$ cat src/rtl/ahb_master_path.sv
// Initiator-side bus data path: takes one local request at a time, runs the
// ADDR/DATA phases against a single slave and reports done/err/rdata.
module ahb_master_path #(
  parameter int ADDR_W  = 16,
  parameter int DATA_W  = 32,
  parameter int TIMEOUT = 15
) (
  input  logic              clk,
  input  logic              rst,
  input  logic              req,
  input  logic              wr,
  input  logic [ADDR_W-1:0] addr,
  input  logic [DATA_W-1:0] wdata,
  output logic              busy,
  output logic              done,
  output logic              err,
  output logic [DATA_W-1:0] rdata,
  output logic [ADDR_W-1:0] HADDR1,
  output logic [DATA_W-1:0] HWDATA1,
  output logic              hsel_1,
  output logic              hwrite_1,
  output logic              sa1,
  output logic              sw1,
  input  logic              sl_rdy_1,
  input  logic              slrsp_1,
  input  logic [DATA_W-1:0] hrdata_1
);

  localparam int            CW  = $clog2(TIMEOUT + 1);
  localparam logic [CW-1:0] TMO = CW'(TIMEOUT);

  typedef enum logic [1:0] {S_IDLE, S_ADDR, S_DATA} state_t;

  typedef struct packed {
    logic              wr;
    logic [DATA_W-1:0] wdata;
  } xfer_t;

  state_t            r_state,  w_state;
  xfer_t             r_xfer,   w_xfer;
  logic [CW-1:0]     r_cnt,    w_cnt;
  logic              r_busy,   w_busy;
  logic              r_done,   w_done;
  logic              r_err,    w_err;
  logic [DATA_W-1:0] r_rdata,  w_rdata;
  logic [ADDR_W-1:0] r_haddr,  w_haddr;
  logic [DATA_W-1:0] r_hwdata, w_hwdata;
  logic              r_hsel,   w_hsel;
  logic              r_hwrite, w_hwrite;
  logic              r_sa,     w_sa;
  logic              r_sw,     w_sw;

  always_ff @(posedge clk or negedge rst) begin
    if (!rst) begin
      r_state  <= S_IDLE;
      r_xfer   <= '0;
      r_cnt    <= '0;
      r_busy   <= 1'b0;
      r_done   <= 1'b0;
      r_err    <= 1'b0;
      r_rdata  <= '0;
      r_haddr  <= '0;
      r_hwdata <= '0;
      r_hsel   <= 1'b0;
      r_hwrite <= 1'b0;
      r_sa     <= 1'b0;
      r_sw     <= 1'b0;
    end else begin
      r_state  <= w_state;
      r_xfer   <= w_xfer;
      r_cnt    <= w_cnt;
      r_busy   <= w_busy;
      r_done   <= w_done;
      r_err    <= w_err;
      r_rdata  <= w_rdata;
      r_haddr  <= w_haddr;
      r_hwdata <= w_hwdata;
      r_hsel   <= w_hsel;
      r_hwrite <= w_hwrite;
      r_sa     <= w_sa;
      r_sw     <= w_sw;
    end
  end

  // Next-state logic computes the value each output takes after this edge,
  // so every bus/status output comes straight from a flop.
  always_comb begin
    w_state  = r_state;
    w_xfer   = r_xfer;
    w_cnt    = r_cnt;
    w_busy   = 1'b0;
    w_done   = 1'b0;
    w_err    = 1'b0;
    w_rdata  = r_rdata;
    w_haddr  = r_haddr;
    w_hwdata = r_hwdata;
    w_hsel   = 1'b0;
    w_hwrite = r_hwrite;
    w_sa     = 1'b0;
    w_sw     = 1'b0;
    unique case (r_state)
      S_IDLE: begin
        if (req) begin
          w_state  = S_ADDR;
          w_xfer   = '{wr: wr, wdata: wdata};
          w_busy   = 1'b1;
          w_hsel   = 1'b1;
          w_sa     = 1'b1;
          w_haddr  = addr;
          w_hwrite = wr;
        end
      end
      S_ADDR: begin
        w_state  = S_DATA;
        w_cnt    = '0;
        w_busy   = 1'b1;
        w_hsel   = 1'b1;
        w_hwdata = r_xfer.wdata;
        w_sw     = r_xfer.wr;
      end
      S_DATA: begin
        // A ready slave beats the timeout on the same edge.
        if (sl_rdy_1) begin
          w_state = S_IDLE;
          if (!slrsp_1) begin
            w_done = 1'b1;
            if (!r_xfer.wr) w_rdata = hrdata_1;
          end else begin
            w_err = 1'b1;
          end
        end else if (r_cnt == TMO) begin
          w_state = S_IDLE;
          w_err   = 1'b1;
        end else begin
          w_cnt  = r_cnt + CW'(1);
          w_busy = 1'b1;
          w_hsel = 1'b1;
        end
      end
      default: w_state = S_IDLE;
    endcase
  end

  assign busy     = r_busy;
  assign done     = r_done;
  assign err      = r_err;
  assign rdata    = r_rdata;
  assign HADDR1   = r_haddr;
  assign HWDATA1  = r_hwdata;
  assign hsel_1   = r_hsel;
  assign hwrite_1 = r_hwrite;
  assign sa1      = r_sa;
  assign sw1      = r_sw;

endmodule

$ cat config.mk
export PLATFORM = sky130hd
export DESIGN_NAME = ahb_master_path
export DESIGN_NICKNAME = d
export VERILOG_FILES = /design/src/rtl/ahb_master_path.sv
export SDC_FILE = /design/constraint.sdc
export NUM_CORES = 1
export LEC_CHECK = 0
export BUFFER_PORTS_ARGS = -buffer_cell sky130_fd_sc_hd__buf_4
export CAP_MARGIN = 0
export CELL_PAD_IN_SITES_DETAIL_PLACEMENT = 1
export CELL_PAD_IN_SITES_GLOBAL_PLACEMENT = 2
export CORE_MARGIN = 8
export CORE_UTILIZATION = 34
export DETAILED_ROUTE_END_ITERATION = 10
export PLACE_DENSITY_LB_ADDON = 0.1
export SYNTH_ARGS = -nofsm -noshare
export SYNTH_HDL_FRONTEND = slang
export SYNTH_SLANG_ARGS = --single-unit
$ cat constraint.sdc
create_clock -name clk -period 5 [get_ports clk]
set_clock_uncertainty 0.2 [all_clocks]
set_input_delay 0.5 -clock clk [delete_from_list [all_inputs] [get_ports clk]]
set_output_delay 0.5 -clock clk [all_outputs]
set_load 0.03 [all_outputs]
Word level (Yosys, flattened, before mapping):

Cells that the tools add are included.
Widths: inputs -> output; s select.

* register bits: 124
* input bits: 86
* output and inout bits: 87
* word-level logic and storage cells: 48

* $add $sub $neg: 1
* eq/ne operators: 7
* mux-type cells: 20
* bitwise operators: 2
* reduce and logical (&&, ||, !) cells: 6

Operators with widths (count)
* $mux 1: 12
* $mux 4: 2
* $pmux 4 s2: 1
* $mux 2: 3
* $ne 2x2->1 const B: 3
* $pmux 2 s3: 1
* $add 4x1->4 const B: 1
* $eq 4x4->1 const B: 1
* $reduce_and 2->1: 2
* $reduce_and 4->1: 1
* $ne 3x3->1 const B: 1
* $pmux 1 s3: 1
* $reduce_and 3->1: 1
* $eq 2x1->1 const B: 1
* $eq 2x2->1 const B: 1
* $logic_not 2->1: 1
* $not 1->1: 2
* $reduce_bool 2->1: 1

Logic depth before layout (Yosys ltp):

Gate-level depths: netlist (run 1).

* word-level depth: 4
* gate-level depth with buffers: 5
* mapped depth without buffers: 4

Least setup slack after synthesis (run 1):

No wires, ideal clock.

* kind: register -> register
* start: reg r_state[0]
* end: reg r_rdata[10] (netlist: rdata[10])
* library setup time: 0.125 ns
* arrival time: 1.564 ns
* data required time: 4.675 ns
* path slack: 3.111 ns
* cell stages (with the launch flop): 5
* buffers on the path: 1
* clock period less this slack: 1.889 ns
* cells stage by stage: dfrtp_1 nand2b_1 nor4b_2 buf_2 mux2_2

* longest elaborated chain between the ends: 2

RTL lines
* start, declared: line 39 `state_t r_state, w_state;`
* start signal, assigned: line 69 `r_state <= w_state;`
* $eq 2x2->1: line 101 `unique case (r_state)`
* $reduce_and 4->1 (no source line)
* end signal, assigned: line 75 `r_rdata <= w_rdata;`
* end, declared: line 45 `logic [DATA_W-1:0] r_rdata, w_rdata;`

Every way passes these cells.
A chain may end at the register's enable or synchronous reset.

Worst setup path after layout (run 1):

* start: reg r_state[0]
* end: reg r_haddr[3] (netlist: HADDR1[3])

* longest elaborated chain between the ends: 2

RTL lines
* $logic_not 2->1: line 101
* $reduce_and 2->1 (no source line)
* end signal, assigned: line 76 `r_haddr <= w_haddr;`
* end, declared: line 46 `logic [ADDR_W-1:0] r_haddr, w_haddr;`

Every way passes these cells.

==> results of run 1 <==
## routing by layer
layer  up-vias  track usage  routed length, um
li1       1506            -                  -
met1      1592       0.1740               5201
met2       123       0.2374               6016
met3        14      0.06321               1014
met4         0      0.05678                164
met5         -            0                  0
## flip-flops by register name (all words and copies together) (netlist names)
signal and cells:
HWDATA1 32, r_xfer 32, rdata 32, HADDR1 16, r_cnt 4, r_state 2, done 1, err 1
hsel_1 1, hwrite_1 1, sa1 1, sw1 1
## kinds of logic (layout without fill, tap and decap cells)
group,Yosys count,in the layout
AO/OA/AOI/OAI,6,6
XOR/XNOR,1,1
adder cells (fa/ha/maj),1,1
buffers and inverters,19,209
flip-flops,124,124
multiplexers,83,83
AND/OR/NAND/NOR,114,114
## cell usage after synthesis
library cell / number
sky130_fd_sc_hd__dfrtp_1: 124
sky130_fd_sc_hd__nand2_1: 98
sky130_fd_sc_hd__mux2_2: 81
sky130_fd_sc_hd__buf_2: 8
sky130_fd_sc_hd__clkbuf_1: 6
sky130_fd_sc_hd__nor3b_1: 5
sky130_fd_sc_hd__buf_1: 3
sky130_fd_sc_hd__o21ai_0: 3
sky130_fd_sc_hd__mux2i_1: 2
sky130_fd_sc_hd__nand2b_1: 2
sky130_fd_sc_hd__nor2_1: 2
sky130_fd_sc_hd__o211ai_1: 2
sky130_fd_sc_hd__a311o_1: 1
sky130_fd_sc_hd__and2_1: 1
sky130_fd_sc_hd__and3_1: 1
sky130_fd_sc_hd__buf_4: 1
sky130_fd_sc_hd__ha_1: 1
sky130_fd_sc_hd__inv_1: 1
sky130_fd_sc_hd__nand3_1: 1
sky130_fd_sc_hd__nor2b_1: 1
sky130_fd_sc_hd__nor4b_2: 1
sky130_fd_sc_hd__or2_0: 1
sky130_fd_sc_hd__or3b_1: 1
sky130_fd_sc_hd__xor2_1: 1
## worst min-delay path by stage
stage                     from     endpoint  slack [ns]  cells after the start
finish                     rst   HWDATA1[2]         0.1                      1
global route           slrsp_1         done        0.09                      2
CTS                    slrsp_1         done        0.08                      2
detailed placement  r_xfer[15]  HWDATA1[15]        0.25                      2
global placement     r_xfer[7]   HWDATA1[7]        0.25                      2
floorplan                  rst    HADDR1[0]       0.004                      0
## through the flow
stage | hold slack, ns | total power [uW] | utilization | setup WS (ns) | std cells
3_3_place_gp | 0.2464 | 3803 | 0.4627 | 2.457 | 682
3_5_place_dp | 0.2524 | 3869 | 0.4627 | 2.327 | 682
5_1_grt | 0.08546 | 5326 | 0.5072 | 2.304 | 714
2_1_floorplan | 0.004409 | 3015 | - | 3.111 | 348
6_report | 0.09642 | 5017 | 0.5072 | 2.439 | 714
4_1_cts | 0.07932 | 5111 | 0.5072 | 2.400 | 714
## power groups by stage
| stage | sequential [uW] | combinational [uW] | clock, uW |
|---|---|---|---|
| final | 1760 | 2050 | 1210 |
| after global routing | 1830 | 2210 | 1290 |
| after CTS | 1760 | 2100 | 1250 |
| after detailed placement | 1770 | 2100 | 0 |
| after global placement | 1750 | 2050 | 0 |
| after floorplan | 2380 | 637 | 0 |
## cell type report
class / count / area (um2)
repair buffers: 176 / 1334
flip-flops and latches: 124 / 3103
multi-input cells: 205 / 1491
well taps: 176 / 220.2
clock inverters: 7 / 85.08
inverters: 1 / 3.754
fillers: 1390 / 6553
clock buffers: 25 / 505.5
==> impl_metrics.prom, run 1 <==
# TYPE chip_impl_metric gauge
chip_impl_info{name="worstSetupStartpoint",value="r_state[0]"} 1
chip_impl_metric{name="cts.sinks",unit=""} 124
chip_impl_metric{name="io-pin-count",unit=""} 173
chip_impl_metric{name="cell_count_after_synthesis",unit=""} 348
chip_impl_metric{name="power_report.internal_total",unit="uW"} 3138
chip_impl_metric{name="grt_antenna_before_repair",unit=""} 0
chip_impl_metric{name="clockPowerShare",unit=""} 0.241
chip_impl_info{name="path_class",value="reg -> reg"} 1
chip_impl_info{name="outcome",value="complete, no violations"} 1
chip_impl_metric{name="via_count",unit=""} 3235
chip_impl_metric{name="synth.cell_area",unit="mm2"} 0.004661
chip_impl_metric{name="cp_data_arrival_time",unit="ns"} 2.64
chip_impl_metric{name="yosys.area.top_type_share",unit=""} 0.6658
chip_impl_metric{name="cts-htree-levels",unit=""} 4
chip_impl_metric{name="reg2reg_depth",unit=""} 3
chip_impl_metric{name="tightestPinTransition",unit="ns"} 1.303
chip_impl_metric{name="synth.lib_cells_used.distinct",unit=""} 24
chip_impl_info{name="rsz0062_at_grt",value="no"} 1
chip_impl_info{name="critical_path.endpoint_type",value="flip-flop"} 1
chip_impl_metric{name="finalSetupTns",unit="ns"} 0
chip_impl_metric{name="layout_min_cycle_time",unit="ns"} 2.561
chip_impl_metric{name="timing_hold_violations_final",unit=""} 0
chip_impl_metric{name="synth-adder-area-share",unit=""} 0.002685
chip_impl_metric{name="ys.warnings.count",unit=""} 0
chip_impl_metric{name="cp_max_fo",unit=""} 37
chip_impl_metric{name="synthSimpleGateAreaFrac",unit=""} 0.1028
chip_impl_info{name="cts_root_buf",value="sky130_fd_sc_hd__clkbuf_16"} 1
chip_impl_metric{name="clk_pin_slew",unit="ns"} 0.05
chip_impl_metric{name="place_hpwl",unit="um"} 8767
chip_impl_metric{name="drcViolationCount",unit=""} 0
chip_impl_metric{name="cts.hold.buffers_added",unit=""} 0
chip_impl_metric{name="seq_power_share",unit=""} 0.350
chip_impl_metric{name="globalplace.congestion",unit=""} 0.7047
chip_impl_metric{name="finish.net_count",unit=""} 612
chip_impl_metric{name="maxSlewViolCount",unit=""} 0
chip_impl_metric{name="cts_inserted_buffers",unit=""} 17
chip_impl_metric{name="global_route.overflow_total",unit=""} 0
chip_impl_metric{name="grt_max_degree",unit=""} 86
chip_impl_info{name="cts_tree",value="yes"} 1
chip_impl_metric{name="syn_to_final_growth",unit="%"} 44.67
chip_impl_metric{name="slew_headroom",unit=""} 0.1278
chip_impl_metric{name="width_of_the_die",unit="um"} 133.1
chip_impl_metric{name="antenna-diode-count",unit=""} 0
chip_impl_info{name="synth_top_family_by_area",value="multiplexers"} 1
chip_impl_metric{name="clkLatencyLatePin",unit="ns"} 0.40
chip_impl_info{name="timing.critical_path.to",value="HADDR1[3]"} 1
chip_impl_metric{name="final_min_period_over_clock_period",unit=""} 0.5122
chip_impl_metric{name="ir_worst_vdd",unit="mV"} 0.3518
chip_impl_metric{name="drv_cap",unit=""} 0
chip_impl_info{name="worst_path_max_delay_cell",value="sky130_fd_sc_hd__nor3b_2"} 1
chip_impl_metric{name="wl_per_cell",unit="um"} 17.36
chip_impl_metric{name="design.die.area",unit="mm2"} 0.01771
chip_impl_metric{name="final_layout_size_suffix_gt1_frac",unit=""} 0.5390
chip_impl_metric{name="p_per_area",unit="mW/mm2"} 744.1
chip_impl_metric{name="p_leak",unit="uW"} 0.003338
chip_impl_metric{name="placedInstanceArea",unit="mm2"} 0.006152
chip_impl_metric{name="detail_route.first_pass.iterations",unit=""} 4
chip_impl_metric{name="synth-xor-area-share",unit=""} 0.001879
chip_impl_metric{name="muxShareOfSynthArea",unit=""} 0.2000
chip_impl_metric{name="cts_setup_buffers",unit=""} 0
chip_impl_metric{name="power_switching",unit="uW"} 1879
chip_impl_metric{name="worst_path_required",unit="ns"} 5.08
chip_impl_metric{name="stdcell_area",unit="mm2"} 0.006743
chip_impl_info{name="final_common_cell",value="sky130_fd_sc_hd__buf_4"} 1
chip_impl_metric{name="first_iter_violations",unit=""} 128
chip_impl_metric{name="number_of_logic_stages_on_the_critical_path_including_buffering",unit=""} 3
chip_impl_metric{name="ys_ff_latch",unit=""} 124
chip_impl_metric{name="port_buffers",unit=""} 172
chip_impl_metric{name="row_count",unit=""} 42
chip_impl_metric{name="max_clock_freq",unit="GHz"} 0.3905
chip_impl_metric{name="syn_area_per_cell",unit="um2"} 13.39
chip_impl_metric{name="grt_pass1_vias",unit=""} 3754
chip_impl_metric{name="sw_frac_of_total",unit=""} 0.3746
chip_impl_metric{name="first_pass_grt_wire_length",unit="um"} 20570
chip_impl_metric{name="synth_fp_nets",unit=""} 435
chip_impl_metric{name="start_util",unit=""} 0.3506
chip_impl_info{name="post_synth_main_area_contributors",value="sky130_fd_sc_hd__dfrtp_1, sky130_fd_sc_hd__mux2_2, sky130_fd_sc_hd__nand2_1, sky130_fd_sc_hd__buf_2, sky130_fd_sc_hd__nor3b_1"} 1
chip_impl_info{name="crit_path_cell_trace",value="nor3b_2, buf_12, mux2_2"} 1
chip_impl_info{name="timing.hold.worst.class",value="in -> async"} 1
chip_impl_metric{name="via_per_inst",unit=""} 4.531
chip_impl_metric{name="cp_num_buf_inv",unit=""} 1
chip_impl_info{name="worst_r2r_startpoint",value="r_state[0]"} 1
chip_impl_info{name="worst_path_dominant_cell_family",value="simple AND/OR/NAND/NOR gates"} 1
chip_impl_metric{name="resized_cells_post_cts",unit=""} 0
chip_impl_metric{name="finalSetupViolCount",unit=""} 0
chip_impl_metric{name="rrSetupSlack",unit="ns"} 2.44
chip_impl_metric{name="critical_path.max_stage_delay",unit="ns"} 1.07
chip_impl_metric{name="total_global_route_track_usage",unit=""} 0.1488
chip_impl_metric{name="routed_wl",unit="um"} 12400
chip_impl_metric{name="seq_area_frac_synth",unit=""} 0.6658
chip_impl_metric{name="die_y_extent",unit="um"} 133.1
chip_impl_info{name="yosysTopAreaCell",value="sky130_fd_sc_hd__dfrtp_1"} 1
chip_impl_info{name="start_kind",value="flip-flop"} 1
chip_impl_metric{name="synth_compound_area_frac",unit=""} 0.008591
chip_impl_metric{name="number_of_nets_with_antenna_violations_after_routing",unit=""} 0
chip_impl_metric{name="placeableCoreArea",unit="mm2"} 0.01330
chip_impl_metric{name="cts-root-to-sink-buffers",unit=""} 2
chip_impl_info{name="crit-reg2reg-capture",value="HADDR1[3]"} 1
chip_impl_metric{name="share_comb_of_total_power",unit=""} 0.409
chip_impl_info{name="final_cell_mix",value="sky130_fd_sc_hd__buf_4, sky130_fd_sc_hd__dfrtp_1, sky130_fd_sc_hd__nand2_1"} 1
No activity file was read; power rests on OpenSTA's default activity.
==> run 2, diff against run 1 <==
--- a/config.mk
+++ b/config.mk
@@ -10,7 +10,7 @@
 export CELL_PAD_IN_SITES_DETAIL_PLACEMENT = 1
 export CELL_PAD_IN_SITES_GLOBAL_PLACEMENT = 2
 export CORE_MARGIN = 8
-export CORE_UTILIZATION = 34
+export CORE_UTILIZATION = 31
 export DETAILED_ROUTE_END_ITERATION = 10
 export PLACE_DENSITY_LB_ADDON = 0.1
 export SYNTH_ARGS = -nofsm -noshare
==> constraint.sdc (replaced) <==
create_clock -name clk -period 2.6 [get_ports clk]
set_clock_uncertainty 0.2 [all_clocks]
set_input_delay 0.26 -clock clk [delete_from_list [all_inputs] [get_ports clk]]
set_output_delay 0.26 -clock clk [all_outputs]
set_load 0.03 [all_outputs]
==> impl_metrics.prom, run 2 (synthesis results as in run 1) <==
# TYPE chip_impl_metric gauge
chip_impl_metric{name="drcViolationCount",unit=""} 0
chip_impl_metric{name="die_y_extent",unit="um"} 138.6
chip_impl_metric{name="resized_cells_post_cts",unit=""} 0
chip_impl_info{name="timing.hold.worst.class",value="in -> async"} 1
chip_impl_metric{name="cts.hold.buffers_added",unit=""} 86
chip_impl_metric{name="number_of_nets_with_antenna_violations_after_routing",unit=""} 0
chip_impl_metric{name="clk_pin_slew",unit="ns"} 0.05
chip_impl_metric{name="routed_wl",unit="um"} 13700
chip_impl_info{name="outcome",value="complete, no violations"} 1
chip_impl_info{name="worst_path_max_delay_cell",value="sky130_fd_sc_hd__dfrtp_1"} 1
chip_impl_info{name="cts_root_buf",value="sky130_fd_sc_hd__clkbuf_16"} 1
chip_impl_info{name="rsz0062_at_grt",value="no"} 1
chip_impl_metric{name="place_hpwl",unit="um"} 8887
chip_impl_metric{name="tightestPinTransition",unit="ns"} 0.5097
chip_impl_metric{name="globalplace.congestion",unit=""} 0.6799
chip_impl_metric{name="cp_max_fo",unit=""} 32
chip_impl_metric{name="cts-root-to-sink-buffers",unit=""} 2
chip_impl_metric{name="start_util",unit=""} 0.3124
chip_impl_metric{name="p_per_area",unit="mW/mm2"} 1308
chip_impl_metric{name="cts.sinks",unit=""} 124
chip_impl_metric{name="grt_max_degree",unit=""} 67
chip_impl_metric{name="layout.core_utilization",unit=""} 0.5168
chip_impl_info{name="critical_path.endpoint_type",value="flip-flop"} 1
chip_impl_metric{name="io-pin-count",unit=""} 173
chip_impl_metric{name="finalSetupTns",unit="ns"} 0
chip_impl_metric{name="first_iter_violations",unit=""} 117
chip_impl_metric{name="wl_per_cell",unit="um"} 16.83
chip_impl_metric{name="design.die.area",unit="mm2"} 0.01921
chip_impl_metric{name="row_count",unit=""} 45
chip_impl_metric{name="p_leak",unit="uW"} 0.003745
chip_impl_metric{name="via_count",unit=""} 3610
chip_impl_metric{name="worst_hold_slack",unit="ns"} 0.1565
chip_impl_metric{name="first_pass_grt_wire_length",unit="um"} 22340
chip_impl_metric{name="cts-htree-levels",unit=""} 4
chip_impl_metric{name="cp_num_buf_inv",unit=""} 1
chip_impl_metric{name="slew_headroom",unit=""} 0.6602
chip_impl_info{name="final_cell_mix",value="sky130_fd_sc_hd__buf_4, sky130_fd_sc_hd__dfrtp_1, sky130_fd_sc_hd__nand2_1"} 1
chip_impl_metric{name="width_of_the_die",unit="um"} 138.6
chip_impl_metric{name="via_per_inst",unit=""} 4.435
chip_impl_metric{name="grt_pass1_vias",unit=""} 4170
chip_impl_info{name="crit_path_cell_trace",value="nand2b_1, nor4b_4, buf_4, mux2_2"} 1
chip_impl_metric{name="cp_data_arrival_time",unit="ns"} 2.17
chip_impl_info{name="worst_path_dominant_cell_family",value="simple AND/OR/NAND/NOR gates"} 1
chip_impl_metric{name="cts_setup_buffers",unit=""} 0
chip_impl_info{name="start_kind",value="flip-flop"} 1
chip_impl_metric{name="antenna-diode-count",unit=""} 0
chip_impl_metric{name="cts_inserted_buffers",unit=""} 17
chip_impl_metric{name="finish.net_count",unit=""} 702
chip_impl_metric{name="detail_route.first_pass.iterations",unit=""} 4
chip_impl_metric{name="final_layout_size_suffix_gt1_frac",unit=""} 0.4681
chip_impl_metric{name="placeableCoreArea",unit="mm2"} 0.01492
chip_impl_metric{name="total_global_route_track_usage",unit=""} 0.1475
chip_impl_metric{name="critical_path.max_stage_delay",unit="ns"} 0.46
chip_impl_metric{name="final_min_period_over_clock_period",unit=""} 0.8007
chip_impl_info{name="cts_tree",value="yes"} 1
chip_impl_metric{name="global_route.overflow_total",unit=""} 0
chip_impl_metric{name="worst_path_required",unit="ns"} 2.69
chip_impl_info{name="path_class",value="reg -> reg"} 1
chip_impl_metric{name="post_route_insts_no_fill",unit=""} 814
chip_impl_metric{name="layout_min_cycle_time",unit="ns"} 2.082
chip_impl_metric{name="finalSetupViolCount",unit=""} 0
chip_impl_metric{name="clkLatencyLatePin",unit="ns"} 0.41
chip_impl_metric{name="max_clock_freq",unit="GHz"} 0.4804
chip_impl_metric{name="syn_to_final_growth",unit="%"} 65.45
chip_impl_metric{name="port_buffers",unit=""} 172
chip_impl_metric{name="drv_cap",unit=""} 0
chip_impl_metric{name="maxSlewViolCount",unit=""} 0
chip_impl_metric{name="cell_count_after_placement",unit=""} 698
chip_impl_metric{name="grt_antenna_before_repair",unit=""} 0
chip_impl_metric{name="timing_hold_violations_final",unit=""} 0
chip_impl_info{name="final_common_cell",value="sky130_fd_sc_hd__buf_4"} 1
chip_impl_metric{name="ir_worst_vdd",unit="mV"} 0.6113
==> run 2: report_power, final <==
group / switching (uW) / internal (uW) / total [uW]
Sequential: 522 / 2860 / 3380
Combinational: 2360 / 1750 / 4110
Clock: 807 / 1790 / 2600
==> run 2: path summary, 6_finish.rpt <==
check	startpoint	to	slack, ns	cells after the start
hold / removal	rst	rdata[28]	0.16	2
setup reg to reg	r_state[0]	rdata[4]	0.52	4
min in group clk	r_xfer[2]	HWDATA1[2]	0.26	2
hold reg to reg	r_xfer[2]	HWDATA1[2]	0.26	2
setup / recovery	r_state[0]	rdata[4]	0.52	4
max in group asynchronous	rst	r_xfer[19]	1.29	3
==> run 2: cell type report <==
type                       count  area [um2]
fill                        1486        7209
sequential                   124        3103
timing repair buffer         266        2225
multi-input combinational    205        1496
clock buffer                  23       488.0
tap                          188       235.2
clock inverter                 7       160.2
inverter                       1       3.754
==> run 2: stage by stage <==
step | cell area, um2 | power [uW] | setup slack (ns)
6_report | 7711 | 10080 | 0.5182
5_1_grt | 7711 | 10680 | 0.4320
4_1_cts | 7711 | 10240 | 0.5120
3_3_place_gp | 6202 | 7343 | 0.5944
3_5_place_dp | 6202 | 7463 | 0.5223
2_1_floorplan | 4661 | 5798 | 0.7107
==> run 2: worst reg2reg max path: stages (launching register included) <==
cell and delay [ns]:
sky130_fd_sc_hd__dfrtp_1 0.46, sky130_fd_sc_hd__nand2b_1 0.25, sky130_fd_sc_hd__nor4b_4 0.23, sky130_fd_sc_hd__buf_4 0.42, sky130_fd_sc_hd__mux2_2 0.41
==> run 2: metal layers <==
metal  global-route usage  wire, um  vias up
li1                     -         -     1685
met4              0.06791       235        0
met3              0.06130      1088       16
met1               0.1721      5907     1779
met2               0.2323      6470      130
met5                    0         0        -
